[config.mk]
export PLATFORM = sky130hd
export DESIGN_NAME = mem_arbiter
export DESIGN_NICKNAME = d
export VERILOG_FILES = /design/src/rtl/mem_pkg.sv /design/src/rtl/rr_arbiter2.sv /design/src/rtl/mem_arbiter.sv
export SDC_FILE = /design/constraint.sdc
export NUM_CORES = 1
export LEC_CHECK = 0
export ABC_AREA = 0
export BUFFER_PORTS_ARGS = -buffer_cell sky130_fd_sc_hd__buf_4
export CORE_ASPECT_RATIO = 0.5
export CORE_UTILIZATION = 50
export DETAILED_ROUTE_END_ITERATION = 7
export PLACE_DENSITY = 0.88
export REMOVE_ABC_BUFFERS = 1
export SLEW_MARGIN = 20
export SYNTH_ARGS = -nofsm -noshare
export SYNTH_HDL_FRONTEND = slang
export SYNTH_HIERARCHICAL = 1
export SYNTH_SLANG_ARGS = --single-unit
[constraint.sdc]
create_clock -name CLK -period 4 [get_ports CLK]
set_input_delay 0 -clock CLK [delete_from_list [all_inputs] [get_ports CLK]]
set_output_delay 0 -clock CLK [all_outputs]
set_load 0.01 [all_outputs]
[src/rtl/mem_pkg.sv]
// Shared types and constants for the two-port memory arbiter.
// FSM state encoding, port indices and controller mode encodings.
package mem_pkg;

    typedef enum logic [1:0] {
        ST_IDLE    = 2'd0,
        ST_BUSY    = 2'd1,
        ST_RELEASE = 2'd2
    } state_e;

    localparam logic PORT_FETCH = 1'b0;
    localparam logic PORT_DATA  = 1'b1;

    localparam logic [1:0] MC_SINGLE = 2'b10;
    localparam logic [1:0] MC_MULTI  = 2'b11;

endpackage

[src/rtl/rr_arbiter2.sv]
// Two-way round-robin winner selection.
// A lone requester always wins; on a tie the port not served last wins.
module rr_arbiter2
    import mem_pkg::*;
(
    input  logic [1:0] req_i,
    input  logic       last_i,
    output logic [1:0] gnt_o
);

    // pick the winner from the request pair and last-served pointer
    always_comb begin
        gnt_o = 2'b00;
        unique case (req_i)
            2'b01:   gnt_o = 2'b01;
            2'b10:   gnt_o = 2'b10;
            2'b11:   gnt_o = (last_i == PORT_DATA) ? 2'b01 : 2'b10;
            default: gnt_o = 2'b00;
        endcase
    end

endmodule

[src/rtl/mem_arbiter.sv]
// Arbitrates a fetch and a data port onto one memory controller.
// IDLE/BUSY/RELEASE FSM with handshake timeout and round-robin fairness.
module mem_arbiter
    import mem_pkg::*;
#(
    parameter int ADDR_W  = 32,
    parameter int DATA_W  = 48,
    parameter int TIMEOUT = 255
) (
    input  logic              CLK,
    input  logic              RESET,
    input  logic              REQ0,
    input  logic              REQ1,
    input  logic [1:0]        CTRL0,
    input  logic [1:0]        CTRL1,
    input  logic [ADDR_W-1:0] ADDR0,
    input  logic [ADDR_W-1:0] ADDR1,
    output logic [1:0]        GNT,
    output logic [1:0]        DONE,
    output logic              ERR,
    output logic [DATA_W-1:0] RDATA,
    output logic              MC_ENABLE,
    output logic [1:0]        MC_CTRL,
    output logic [ADDR_W-1:0] MC_ADDRESS,
    input  logic              MC_HANDSHAKE,
    input  logic [DATA_W-1:0] MC_READ
);

    localparam logic [7:0] CNT_LAST = 8'(TIMEOUT - 1);

    state_e            state_q, state_d;
    logic [1:0]        gnt_q, gnt_d;
    logic [1:0]        done_q, done_d;
    logic              err_q, err_d;
    logic [DATA_W-1:0] rdata_q, rdata_d;
    logic              en_q, en_d;
    logic [1:0]        ctrl_q, ctrl_d;
    logic [ADDR_W-1:0] addr_q, addr_d;
    logic [7:0]        cnt_q, cnt_d;
    logic              last_q, last_d;
    logic [1:0]        arb_gnt;

    rr_arbiter2 u_rr (
        .req_i  ({REQ1, REQ0}),
        .last_i (last_q),
        .gnt_o  (arb_gnt)
    );

    // next-state and output logic; the RELEASE cycle also arbitrates so
    // back-to-back transactions see a single enable-low gap
    always_comb begin
        state_d = state_q;
        gnt_d   = gnt_q;
        done_d  = 2'b00;
        err_d   = 1'b0;
        rdata_d = rdata_q;
        en_d    = en_q;
        ctrl_d  = ctrl_q;
        addr_d  = addr_q;
        cnt_d   = cnt_q;
        last_d  = last_q;
        unique case (state_q)
            ST_IDLE, ST_RELEASE: begin
                if (REQ0 || REQ1) begin
                    state_d = ST_BUSY;
                    gnt_d   = arb_gnt;
                    en_d    = 1'b1;
                    ctrl_d  = arb_gnt[1] ? CTRL1 : CTRL0;
                    addr_d  = arb_gnt[1] ? ADDR1 : ADDR0;
                    cnt_d   = 8'd0;
                end else begin
                    state_d = ST_IDLE;
                    gnt_d   = 2'b00;
                    en_d    = 1'b0;
                    ctrl_d  = 2'b00;
                    addr_d  = '0;
                end
            end
            ST_BUSY: begin
                if (MC_HANDSHAKE || cnt_q == CNT_LAST) begin
                    state_d = ST_RELEASE;
                    done_d  = gnt_q;
                    err_d   = ~MC_HANDSHAKE;
                    last_d  = gnt_q[PORT_DATA];
                    gnt_d   = 2'b00;
                    en_d    = 1'b0;
                    ctrl_d  = 2'b00;
                    addr_d  = '0;
                    if (MC_HANDSHAKE) begin
                        rdata_d = MC_READ;
                    end
                end else begin
                    cnt_d = cnt_q + 8'd1;
                end
            end
            default: state_d = ST_IDLE;
        endcase
    end

    // state register with asynchronous active-low reset
    always_ff @(posedge CLK or negedge RESET) begin
        if (!RESET) begin
            state_q <= ST_IDLE;
            gnt_q   <= 2'b00;
            done_q  <= 2'b00;
            err_q   <= 1'b0;
            rdata_q <= '0;
            en_q    <= 1'b0;
            ctrl_q  <= 2'b00;
            addr_q  <= '0;
            cnt_q   <= 8'd0;
            last_q  <= PORT_DATA;
        end else begin
            state_q <= state_d;
            gnt_q   <= gnt_d;
            done_q  <= done_d;
            err_q   <= err_d;
            rdata_q <= rdata_d;
            en_q    <= en_d;
            ctrl_q  <= ctrl_d;
            addr_q  <= addr_d;
            cnt_q   <= cnt_d;
            last_q  <= last_d;
        end
    end

    assign GNT        = gnt_q;
    assign DONE       = done_q;
    assign ERR        = err_q;
    assign RDATA      = rdata_q;
    assign MC_ENABLE  = en_q;
    assign MC_CTRL    = ctrl_q;
    assign MC_ADDRESS = addr_q;

endmodule
======== Yosys cells after proc, flatten, opt, wreduce, memory -nomap -nowiden ========
Cells that the tools add are included.
operators by class
  reduce and logical (&&, ||, !) cells .... 9
  mux-type cells .......................... 25
  add/sub/neg operators ................... 1
  equal/unequal tests ..................... 9
  bitwise logic cells ..................... 1
operator list
  operator             number
  $mux 32              3
  $pmux 32 s2          1
  $mux 2               8
  $mux 8               2
  $pmux 8 s2           1
  $pmux 2 s2           3
  $add 8x1->8 const B  1
  $eq 8x8->1 const B   1
  $eq 2x2->1 const B   3
  $ne 2x2->1 const B   3
  $pmux 2 s3           1
  $reduce_and 3->1     2
  $mux 1               5
  $eq 2x1->1 const B   2
  $reduce_and 2->1     2
  $logic_not 2->1      1
  $logic_or 1x1->1     2
  $pmux 1 s2           1
  $reduce_bool 2->1    1
  $reduce_or 2->1      1
  $not 1->1            1
word-level totals
  flip-flop bits (word level) ............. 99
  output and inout port bits .............. 88
  word-level logic and storage cells ...... 55

======== Logic depth before layout (Yosys ltp) ========
  depth in word-level cells ............... 5
  depth in mapped cells ................... 7
  depth with buffers taken out ............ 6

======== Modules after synthesis ========
Netlist, hierarchy kept.
by module, submodules not included
  module       cells an instance  area an instance (um^2)  instances
  mem_arbiter  285                4235.3                   1
  rr_arbiter2  3                  18.8                     1

======== Worst setup path after synthesis ========
No wires, ideal clock.
  kind .................................... reg2reg
  from .................................... register cnt_q[0]
  to ...................................... register last_q
  cell stages (with the launch flop) ...... 7
  library setup time ...................... 0.082 ns
  path buffers ............................ 0
  period minus slack after synthesis ...... 1.539 ns
  slack ................................... 2.461 ns
  data arrival time ....................... 1.457 ns
  cells stage by stage .................... dfrtp_1 -> inv_1 -> ha_1 -> nand3_1 -> o21bai_4 -> and2_2 -> mux2_2
between the ends
  word-level cells in the longest chain between the ends .. 3
ends and longest elaborated chain
  what                        line                text
  start, declared             mem_arbiter.sv:39   logic [7:0] cnt_q, cnt_d;
  start signal, assigned      mem_arbiter.sv:122  cnt_q <= cnt_d;
  $eq 8x8->1                  mem_arbiter.sv:80   if (MC_HANDSHAKE || cnt_q == CNT_LAST) begin
  $logic_or 1x1->1            mem_arbiter.sv:80
  $reduce_and 2->1 (no line)  -
  end signal, assigned        mem_arbiter.sv:123  last_q <= last_d;
  end, declared               mem_arbiter.sv:40   logic last_q, last_d;
No other way between the ends.
A chain may end at the register's enable or synchronous reset.

======== Final worst setup path ========
  from .................................... register cnt_q[0]
  to ...................................... register gnt_q[0], in the netlist GNT[0]
between the ends
  word-level cells in the longest chain between the ends .. 4
ends and longest elaborated chain
  what                        line                text
  $eq 8x8->1                  mem_arbiter.sv:80
  $logic_or 1x1->1            mem_arbiter.sv:80
  $ne 2x2->1 (no line)        -
  $reduce_and 2->1 (no line)  -
  end signal, assigned        mem_arbiter.sv:115  gnt_q <= gnt_d;
  end, declared               mem_arbiter.sv:32   logic [1:0] gnt_q, gnt_d;
No other way between the ends.

==> flow_summary.yaml <==
global_route:
  antenna_found_initial: 0
  track_usage_pct: 38.6
  grt_max_degree: 57
  grt_pass1_wl_um: 25200
  grt_overflow: 0
  first_global_vias: 4352
floorplanning:
  die-area_sq_mm: 0.00890
  io_pins: 209
  start_util_pct: 52.4
  rows: 23
  die_x_um: 132
  dieHeight_um: 67.2
  core-area_sq_mm: 0.00812
yosys:
  avgSynthCellArea_sq_um: 14.8
  synth_area_sq_mm: 0.00425
  yosys.area.top_type_share_pct: 57.6
  synthTopCellsByCount: "98 x dfrtp_1, 34 x mux2i_1, 34 x o2bb2ai_1, 29 x mux2_2, 20 x mux2_4"
  yosysUniqueCellTypes: 42
  synth_largest_area_cell: "dfrtp_1"
  synth_edf_count: 0
  yosysMostFrequentCell: "dfrtp_1"
  yosys_warnings: 6
  ys_seq_area_share_pct: 58.3
  synth_seq_cells: 99
  synth_ff_type: "dfrtp_1"
  synthCells: 288
  async_reset_ff_share_pct: 100
  synthTopCellsByArea: "dfrtp_1 58%, mux2i_1 8.0%, mux2_2 7.7%"
clocking:
  worstSkewPairLatency_ps: 350
  root_buffer: "clkbuf_16"
  cts_hold_buffers: 111
  cts_num_sinks: 99
  path_clk_slew_ps: 70
  numCtsBuffers: 9
  htreeDepth: 3
  ctsResizeCount: 0
  cts_tree: "built"
  cts_setup_buffers: 0
  clk_path_buf_depth: 2
job:
  cap_violations: 0
worst_setup_path:
  cp-start-kind: "flop"
  setup.worst_path.end_class: "flop"
  worstPathArrival_ps: 2640
  crit_required_ps: 4280
  reg2regPathDepth: 6
  crit_type: "reg2reg"
  cp_max_fo: 37
place:
  io_buffers: 208
  place_inst: 593
  gp_congestion: 0.826
  hpwl_um: 7520
sta:
  worstMarginPinSlew_ps: 1120
  fmax_mhz: 423
  period_share_pct: 59.0
  finalClockSkew_ps: 7.95
  relSlewSlack_pct: 25.5
  grt_setup_unrepaired: "false"
  drv_slew: 0
  hold_viol: 0
  setup_tns_ps: 0
  setup_viol: 0
  period_needed_ps: 2360
cells_and_area:
  finalNonFillerCells: 721
  fillers: 314
  post-route-util_pct: 90.1
  drive_gt1_share_pct: 47.1
  n_antenna_cell: 0
  area_growth_pct: 71.8
  nets: 727
drt:
  ant_nets: 0
  vias_per_cell: 5.78
  drt-total-wl_um: 17500
  vias: 4169
  drt_iter0_markers: 282
  drc: 0
  dr.pass1.iters: 6
  wl_per_cell_um: 24.3
hold_path:
  worst_hold_path.num_cells: 3
  hold_path.class: "in2reg"
power_and_ir_drop:
  power_density_mw_per_mm2: 658
  ir_drop_mv: 0.423
  p_leak_nw: 3.56
run_status:
  status: "complete, no violations"
## critical path: stages, from the launching register on
cell and delay [ps]:
dfrtp_1 480, inv_1 90, ha_1 210, nand3_1 230, o21bai_4 120, a21boi_4 870
a22o_1 280
## per-layer routing
metal | vias up | track usage (%) | part of all wire (%)
met1 | 2058 | 42.8 | 36
li1 | 1704 | - | -
met3 | 109 | 9.53 | 7.4
met4 | 0 | 23.3 | 6.6
met2 | 298 | 69.9 | 50
met5 | - | 0 | 0
## path summary, 6_finish.rpt
| path | start | endpoint | slack (ps) |
|---|---|---|---|
| worst max register to register | cnt_q[0] | GNT[0] | 1640 |
| worst max-delay path | cnt_q[0] | GNT[0] | 1640 |
| max in group asynchronous | RESET | RDATA[28] | 2680 |
| worst min-delay path | ADDR0[7] | MC_ADDRESS[7] | 30 |
| worst min register to register | MC_ADDRESS[11] | MC_ADDRESS[11] | 500 |
| min in group asynchronous | RESET | MC_ADDRESS[13] | 260 |
## where the power goes
part | internal, W | switching [W] | leakage [nW] | total, W
clock network | 0.000538 | 0.000406 | 0.148 | 0.000944
logic | 0.00113 | 0.000951 | 2.19 | 0.00208
registers | 0.00143 | 0.000357 | 1.22 | 0.00179
total | 0.00310 | 0.00171 | 3.56 | 0.00481
## layout make-up
cell class | instances | area (sq um) | share of cell area (%)
Multi-Input combinational cell | 168 | 1660 | 22.7
Clock inverter | 3 | 45.0 | 0.616
Tap cell | 112 | 140 | 1.92
Sequential cell | 99 | 2480 | 33.9
Timing Repair Buffer | 323 | 2710 | 37.0
Clock buffer | 13 | 270 | 3.70
Inverter | 3 | 11.3 | 0.154
## logic make-up (layout without fill, tap and decap cells)
kind of cell	after synthesis	after routing	synth area share, %
multiplexers	83	83	22.7
buffers and inverters	21	342	3.03
AO/OA/AOI/OAI	55	55	11.2
flip-flops	99	99	58.3
AND/OR/NAND/NOR	28	28	4.18
adder cells (fa/ha/maj)	2	2	0.588
## flip-flops by register name (all words and copies together), names as in the netlist, 2 cells and up
name	count
MC_CTRL	2
RDATA	48
GNT	2
state_q	2
MC_ADDRESS	32
DONE	2
cnt_q	8
## stage by stage
| step | cell area (sq um) | setup slack, ps | hold slack, ps | total power [W] |
|---|---|---|---|---|
| 2_1_floorplan | 4140 | -592 | -296 | 0.00259 |
| 3_3_place_gp | 5870 | 1980 | 84.2 | 0.00347 |
| 3_5_place_dp | 5870 | 1900 | 98.4 | 0.00352 |
| 4_1_cts | 7300 | 1900 | 1.08 | 0.00455 |
| 5_1_grt | 7310 | 1610 | 19.5 | 0.00496 |
| 6_report | 7310 | 1640 | 28.1 | 0.00481 |
## cells in the final DEF, fill, tap and decap left out, types with 2 or more instances in the layout
master / instances
mux2_2: 29
nor2_1: 3
clkbuf_8: 3
o41ai_1: 2
a21boi_4: 2
o21ai_0: 2
dlygate4sd3_1: 112
nand2_2: 2
clkbuf_16: 9
dfrtp_1: 98
clkinvlp_4: 2
nand2_1: 3
mux2i_1: 34
buf_4: 211
nand3_1: 8
a31oi_1: 3
and3_1: 2
a22o_1: 2
o2bb2ai_1: 34
mux2_4: 20
ha_1: 2
inv_1: 3
Power figures use the tool's default switching activity.
